### src/rtl/muldiv_sequencer.sv
// Iterative RV32M multiply/divide unit: radix-2 shift-add multiply and restoring divide on
// operand magnitudes, one bit per cycle, with a fixed WIDTH-cycle latency for every op.
module muldiv_sequencer #(
   parameter int unsigned WIDTH = 32,
   parameter int unsigned CNT_W = $clog2(WIDTH) + 1
) (
   input  logic             clk,
   input  logic             rst_n,
   input  logic             start,
   input  logic             flush,
   input  logic [2:0]       Funct3,
   input  logic [WIDTH-1:0] SrcA,
   input  logic [WIDTH-1:0] SrcB,
   output logic             busy,
   output logic             done,
   output logic [WIDTH-1:0] Result
);

   typedef enum logic [1:0] {StIdle, StCalc, StDone} state_e;

   localparam logic [CNT_W-1:0] LastIter = CNT_W'(WIDTH - 1);

   state_e           state_q, state_d;
   logic [CNT_W-1:0] cnt_q, cnt_d;
   logic [2:0]       op_q, op_d;
   logic             neg_q, neg_d;
   logic [WIDTH-1:0] opnd_q, opnd_d;
   logic [WIDTH-1:0] hi_q, hi_d;
   logic [WIDTH-1:0] lo_q, lo_d;
   logic [WIDTH-1:0] result_q, result_d;

   // Operand decode for the op being accepted.
   logic             is_div_in, a_signed_in, b_signed_in, sa_in, sb_in, b_zero_in;
   logic [WIDTH-1:0] a_mag_in, b_mag_in;

   always_comb begin
      is_div_in   = Funct3[2];
      a_signed_in = is_div_in ? ~Funct3[0] : (Funct3[1:0] != 2'b11);
      b_signed_in = is_div_in ? ~Funct3[0] : ~Funct3[1];
      sa_in       = a_signed_in & SrcA[WIDTH-1];
      sb_in       = b_signed_in & SrcB[WIDTH-1];
      a_mag_in    = sa_in ? -SrcA : SrcA;
      b_mag_in    = sb_in ? -SrcB : SrcB;
      b_zero_in   = (SrcB == '0);
   end

   // One iteration. Multiply: {hi,lo} is the product shifting right, opnd is the multiplicand.
   // Divide: hi is the partial remainder, lo shifts dividend bits out and quotient bits in.
   logic [WIDTH:0]     mul_sum;
   logic [WIDTH:0]     rem_sh;
   logic [WIDTH+1:0]   div_diff;
   logic               div_ok;
   logic [WIDTH-1:0]   step_hi, step_lo;
   logic               unused_diff_bit;

   always_comb begin
      mul_sum  = {1'b0, hi_q} + (lo_q[0] ? {1'b0, opnd_q} : '0);
      rem_sh   = {hi_q, lo_q[WIDTH-1]};
      div_diff = {1'b0, rem_sh} - {2'b0, opnd_q};
      div_ok   = ~div_diff[WIDTH+1];
      if (op_q[2]) begin
         step_hi = div_ok ? div_diff[WIDTH-1:0] : rem_sh[WIDTH-1:0];
         step_lo = {lo_q[WIDTH-2:0], div_ok};
      end else begin
         step_hi = mul_sum[WIDTH:1];
         step_lo = {mul_sum[0], lo_q[WIDTH-1:1]};
      end
   end

   // A successful subtract always leaves a remainder below the divisor, so this bit is zero.
   assign unused_diff_bit = div_diff[WIDTH];

   // Sign correction applied on the final iteration.
   logic [2*WIDTH-1:0] prod, prod_fix;
   logic [WIDTH-1:0]   div_val, fin_val;

   always_comb begin
      prod     = {step_hi, step_lo};
      prod_fix = neg_q ? -prod : prod;
      div_val  = op_q[1] ? step_hi : step_lo;
      if (op_q[2]) begin
         fin_val = neg_q ? -div_val : div_val;
      end else if (op_q[1:0] == 2'b00) begin
         fin_val = prod_fix[WIDTH-1:0];
      end else begin
         fin_val = prod_fix[2*WIDTH-1:WIDTH];
      end
   end

   always_comb begin
      state_d  = state_q;
      cnt_d    = cnt_q;
      op_d     = op_q;
      neg_d    = neg_q;
      opnd_d   = opnd_q;
      hi_d     = hi_q;
      lo_d     = lo_q;
      result_d = result_q;

      case (state_q)
         StIdle, StDone: begin
            if (start && !flush) begin
               state_d = StCalc;
               cnt_d   = '0;
               op_d    = Funct3;
               hi_d    = '0;
               if (is_div_in) begin
                  opnd_d = b_mag_in;
                  lo_d   = a_mag_in;
                  // Divide-by-zero quotient stays all ones regardless of the dividend sign.
                  neg_d  = Funct3[1] ? sa_in : ((sa_in ^ sb_in) & ~b_zero_in);
               end else begin
                  opnd_d = a_mag_in;
                  lo_d   = b_mag_in;
                  neg_d  = sa_in ^ sb_in;
               end
            end else begin
               state_d = StIdle;
            end
         end
         StCalc: begin
            if (flush) begin
               state_d = StIdle;
            end else begin
               hi_d  = step_hi;
               lo_d  = step_lo;
               cnt_d = cnt_q + 1'b1;
               if (cnt_q == LastIter) begin
                  state_d  = StDone;
                  result_d = fin_val;
               end
            end
         end
         default: state_d = StIdle;
      endcase
   end

   always_ff @(posedge clk or negedge rst_n) begin
      if (!rst_n) begin
         state_q  <= StIdle;
         cnt_q    <= '0;
         op_q     <= '0;
         neg_q    <= 1'b0;
         opnd_q   <= '0;
         hi_q     <= '0;
         lo_q     <= '0;
         result_q <= '0;
      end else begin
         state_q  <= state_d;
         cnt_q    <= cnt_d;
         op_q     <= op_d;
         neg_q    <= neg_d;
         opnd_q   <= opnd_d;
         hi_q     <= hi_d;
         lo_q     <= lo_d;
         result_q <= result_d;
      end
   end

   assign busy   = (state_q == StCalc);
   assign done   = (state_q == StDone);
   assign Result = result_q;

endmodule

### config.mk
export PLATFORM = sky130hd
export DESIGN_NAME = muldiv_sequencer
export DESIGN_NICKNAME = d
export VERILOG_FILES = /design/src/rtl/muldiv_sequencer.sv
export SDC_FILE = /design/constraint.sdc
export NUM_CORES = 1
export LEC_CHECK = 0
export ABC_AREA = 1
export CORE_UTILIZATION = 25
export CTS_CLUSTER_DIAMETER = 120
export DETAILED_ROUTE_END_ITERATION = 12
export PLACE_DENSITY_LB_ADDON = 0.15
export SETUP_SLACK_MARGIN = 0.15
export SYNTH_ARGS = -nofsm -noshare
export SYNTH_HDL_FRONTEND = slang
export SYNTH_SLANG_ARGS = --single-unit
### constraint.sdc
create_clock -name clk -period 9.15 [get_ports clk]
set_input_delay 2.745 -clock clk [delete_from_list [all_inputs] [get_ports clk]]
set_output_delay 2.745 -clock clk [all_outputs]
set_load 0.02 [all_outputs]
After elaboration in Yosys (flattened, before gate mapping)

Cells that the tools add are included.

Add/sub/neg operators: 7
Equal/unequal tests: 7
Multiplexer cells: 30
Bitwise gates (word level): 9
Reductions and logical operators: 10

Operator list:

| cell                | number |
|---|---|
| $mux 32             | 16 |
| $pmux 32 s2         | 2 |
| $neg 32->32         | 3 |
| $mux 64             | 1 |
| $neg 64->64         | 1 |
| $sub 33x32->34      | 1 |
| $add 32x32->33      | 1 |
| $logic_not 32->1    | 1 |
| $mux 6              | 2 |
| $pmux 6 s2          | 1 |
| $add 6x1->6 const B | 1 |
| $eq 6x5->1 const B  | 1 |
| $ne 2x2->1 const B  | 3 |
| $reduce_and 3->1    | 2 |
| $mux 1              | 5 |
| $not 1->1           | 5 |
| $logic_not 2->1     | 2 |
| $mux 2              | 2 |
| $pmux 2 s2          | 1 |
| $and 1x1->1         | 3 |
| $ne 3x2->1 const B  | 1 |
| $eq 2x1->1 const B  | 1 |
| $eq 2x2->1 const B  | 1 |
| $reduce_and 2->1    | 1 |
| 5 further kinds     | 5 |

Register bits: 140
Bits of input ports: 71
Output and inout bits: 34
Word-level logic and storage cells: 71

Logic depth before layout (Yosys ltp)

Word-level depth: 7
Depth in mapped cells: 34
Gate-level depth less buffers: 34

Least setup slack after synthesis

No wires, ideal clock.

Kind: input-to-reg
From: input port SrcA[0]
To: register lo_q[30]
Library setup time: 82 ps
Arrival: 4847 ps
Required time: 9068 ps
Slack: 4221 ps
Stages on the path: 15
Path buffers: 0
Path through: inv_1 > ha_1 > inv_1 > nor3_1 > nand3_1 > nor3_1 > nand3_1 > nor4_1 > nor2_1 > a21oi_1 > o21ai_0 > nor2_1 > xor2_1 > o211ai_1 > a31oi_1

Word-level cells in the longest chain between the ends: 5

Ends and longest elaborated chain:

| item                 | RTL line | source |
|---|---|---|
| start, declared      | 12       | `input logic [WIDTH-1:0] SrcA,` |
| $neg 32->32          | 42       | `a_mag_in = sa_in ? -SrcA : SrcA;` |
| $mux 32              | 42       |  |
| $mux 32              | 107      | `if (is_div_in) begin` |
| $mux 32              | 102      | `if (start && !flush) begin` |
| $pmux 32 s2          | 100      | `case (state_q)` |
| end signal, assigned | 155      | `lo_q <= lo_d;` |
| end, declared        | 29       | `logic [WIDTH-1:0] lo_q, lo_d;` |

No other way between the ends. The select of a mux whose other input is x is not followed.
A chain may end at the register's enable or synchronous reset.

Final worst setup path

From: input port flush
To: register cnt_q[5]

Word-level cells in the longest chain between the ends: 4
Elaborated cells on any way between the ends: 5

Ends and longest elaborated chain:

| item                         | RTL line | source |
|---|---|---|
| start, declared              | 10       | `input logic flush,` |
| $logic_not 1->1              | 102      |  |
| $logic_and 1x1->1            | 102      |  |
| $ne 2x2->1 (no line)         | n/a      |  |
| $reduce_and 3->1 (no line) * | n/a      |  |
| end signal, assigned         | 150      | `cnt_q <= cnt_d;` |
| end, declared                | 24       | `logic [CNT_W-1:0] cnt_q, cnt_d;` |

Mark *: on every way between the ends. The rest lies on a longest branch, timed or not.

==> flow_summary.toml <==
[detailed_routing]
viasPerCell = 4.880
antenna_left = 0
num_vias = 19510
dr.pass1.iters = 6
drc = 0
wire_per_inst_um = 19.89
wl_um = 79520
drt_iter0_drc = 1684

[setup_path]
cp-start-kind = "input port"
path_depth = 10
critical_path_buf_inv_count = 3
slowest_delay_ns = 1.00
cp-startpoint = "flush"
required_ns = 9.52
cp_top_family = "buffers and inverters"
critPathMaxFanout = 85
crit_type = "in2reg"
arrival_ns = 6.13
r2r_start = "opnd_q[26]$_DFFE_PN0P_"
worstSetupEndpointType = "flop"
worstPathCellList = "clkdlybuf4s50_1 -> nor2_1 -> clkinv_1 -> nand2_2 -> buf_4 -> nand2_1 -> nor2_1 -> nand2_1 -> o21ai_0 -> a21oi_1"
slowest_stage = "clkinv_1"
reg2reg_depth = 27

[hold_path]
hp-start = "Result[25]$_DFFE_PN0P_"
min-delay-path-class = "reg2reg"
min_path_cells = 2

[floorplan]
die_y_um = 265.9
io_pins = 105
coreArea_um2 = 68710
placementRows = 96
die_area_um2 = 70710
start_util = 0.2534
fp.dieW_um = 265.9

[yosys]
yosys_register_bits = 140
syn_nets = 3150
muxShareOfSynthArea = 0.0005749
netlist_area_um2 = 17410
synth_edf_count = 0
synth_top_family_by_area = "simple AND/OR/NAND/NOR gates"
yosys_warnings = 0
async_flop_share = 1.000
yosys.area_share.simple = 0.4239
ys_types = 59
synth_area_per_cell_um2 = 5.788
syn_inst = 3008
synth_xor_area_frac = 0.04930
synth_compound_area_frac = 0.1540
ys_seq_area_frac = 0.2012
synth_fa_ha_area_frac = 0.05188
synth_ff_type = "dfrtp_1"

[timing]
min_period_over_period = 0.6294
worstMarginPinSlew_ns = 1.360
finalSetupTns_ns = 0
finalSetupViolCount = 0
period_minus_slack_ns = 5.759
max_clock_freq_mhz = 173.6
rsz0062_at_grt = "false"
finalClockSkew_ns = 0.02441
drv_slew = 0
slew_headroom = 0.08383
hold_viol = 0

[grt]
overflow = 0
global_route.peak_usage_layer = "met2"
use_met1 = 0.3085
grt_max_degree = 86
grt_pass1_wl_um = 119300
use_met2 = 0.3626
antenna_found_initial = 0
grt_usage = 0.2266
grt_pass1_vias = 18626
grt_use_met3 = 0.02634

[finish]
drive_gt1_frac = 0.06325
regArea_um2 = 3510
synthToLayoutAreaGrowth_pct = 14.90
fin_nets = 3196
diodes = 0
nFillCells = 7962
multiInputGateArea_um2 = 11840

[power]
finalPower_mw = 6.778
p_leak_nw = 9.920
cellPowerDensity_nw_per_um2 = 338.8
peakVddDrop_mv = 0.1368

[outcome]
outcome = "finished, final reports clean"

[clocking]
cts.sinks = 140
clockBufferDepth = 2
cts_buffers = 17
cts_root_buf = "clkbuf_16"
cts_hold_buf = 0
cts_resized = 0
cts_setup_buffers = 0
clkTransAtPathRegs_ns = 0.06
cts_tree = "done"
clock_latency_ns = 0.49
cts.htree.levels = 4

[placed_design]
place.gp.congestion = 0.9708
port_buffers = 104
hpwlAfterDp_um = 65310

[flow_run]
drv_cap = 0
-- layout by cell type (no fill, tap or decap), drive strengths merged, types with 32 or more instances in the layout --
master and n:
nand2 1015, nor3 45, nand4 37, inv 421
dfrtp 140, xnor2 32, nand3 238, a21oi 119
ha 69, a31oi 38, clkdlybuf4s50 103, nor2 339
xor2 66, o21ai 183
-- worst min-delay path: cells and delay by family (launching register included) --
family / cells / cell delay (ns)
AND/OR/NAND/NOR: 2 / 0.10
flip-flops: 1 / 0.34
-- path summary, 6_finish.rpt --
kind	to	slack [ns]
min	Result[25]$_DFFE_PN0P_	0.48
max in group asynchronous	op_q[2]$_DFFE_PN0P_	5.75
min in group asynchronous	Result[23]$_DFFE_PN0P_	2.24
max	cnt_q[5]$_DFFE_PN0P_	3.39
max reg2reg	Result[4]$_DFFE_PN0P_	3.97
min reg2reg	Result[25]$_DFFE_PN0P_	0.48
-- per-layer routing --
layer | up-vias | part of all wire
met5 | - | 0
met4 | 0 | 0.038
met3 | 94 | 0.049
met2 | 556 | 0.45
met1 | 9066 | 0.46
li1 | 9794 | -
-- sequential cells by signal, indices dropped and copies added (netlist names) --
register  flops
neg_q         1
lo_q         32
cnt_q         6
hi_q         32
state_q       2
op_q          3
opnd_q       32
Result       32
-- cells by family (layout without fill, tap and decap cells) --
family / Yosys count / in the layout
AO/OA/AOI/OAI: 449 / 449
XOR/XNOR: 98 / 98
adder cells (fa/ha/maj): 71 / 71
buffers and inverters: 527 / 586
flip-flops: 140 / 140
multiplexers: 1 / 1
AND/OR/NAND/NOR: 1722 / 1722
-- Yosys cell counts (26+ instances only) --
library cell,instances,area share
a21oi_1,115,0.033
a31oi_1,38,0.014
clkbuf_1,55,0.012
dfrtp_1,140,0.20
ha_1,69,0.050
inv_1,394,0.085
nand2_1,994,0.21
nand3_1,229,0.066
nand4_1,36,0.013
nor2_1,305,0.066
nor3_1,42,0.012
o21ai_0,129,0.037
o21ai_1,33,0.0095
o221ai_1,28,0.014
o22ai_1,26,0.0093
xnor2_1,32,0.016
xor2_1,66,0.033
-- per-stage QoR --
stage	area, µm²	hold WS, ns	utilization	setup WS (ns)	instances
3_5_place_dp	19340	0.4655	0.2815	2.933	3966
6_report	20010	0.4766	0.2912	3.391	3998
5_1_grt	20010	0.5003	0.2912	3.003	3998
3_3_place_gp	19340	0.4666	0.2815	2.913	3966
4_1_cts	20010	0.4831	0.2912	3.436	3998
2_1_floorplan	17410	0.4540	-	4.221	3008
-- cell type report --
cell class | count | share of cell area
multi-input cells | 2341 | 0.5919
flip-flops and latches | 140 | 0.1754
inverters | 425 | 0.07980
repair buffers | 129 | 0.06148
well taps | 931 | 0.05823
clock buffers | 20 | 0.02283
clock inverters | 12 | 0.01032
-- where the power goes --
group	internal, mW	switching [mW]
clock	0.500	0.319
sequential	0.766	0.221
combinational	1.42	3.55
total	2.69	4.09
(Power assumes the default switching activity.)
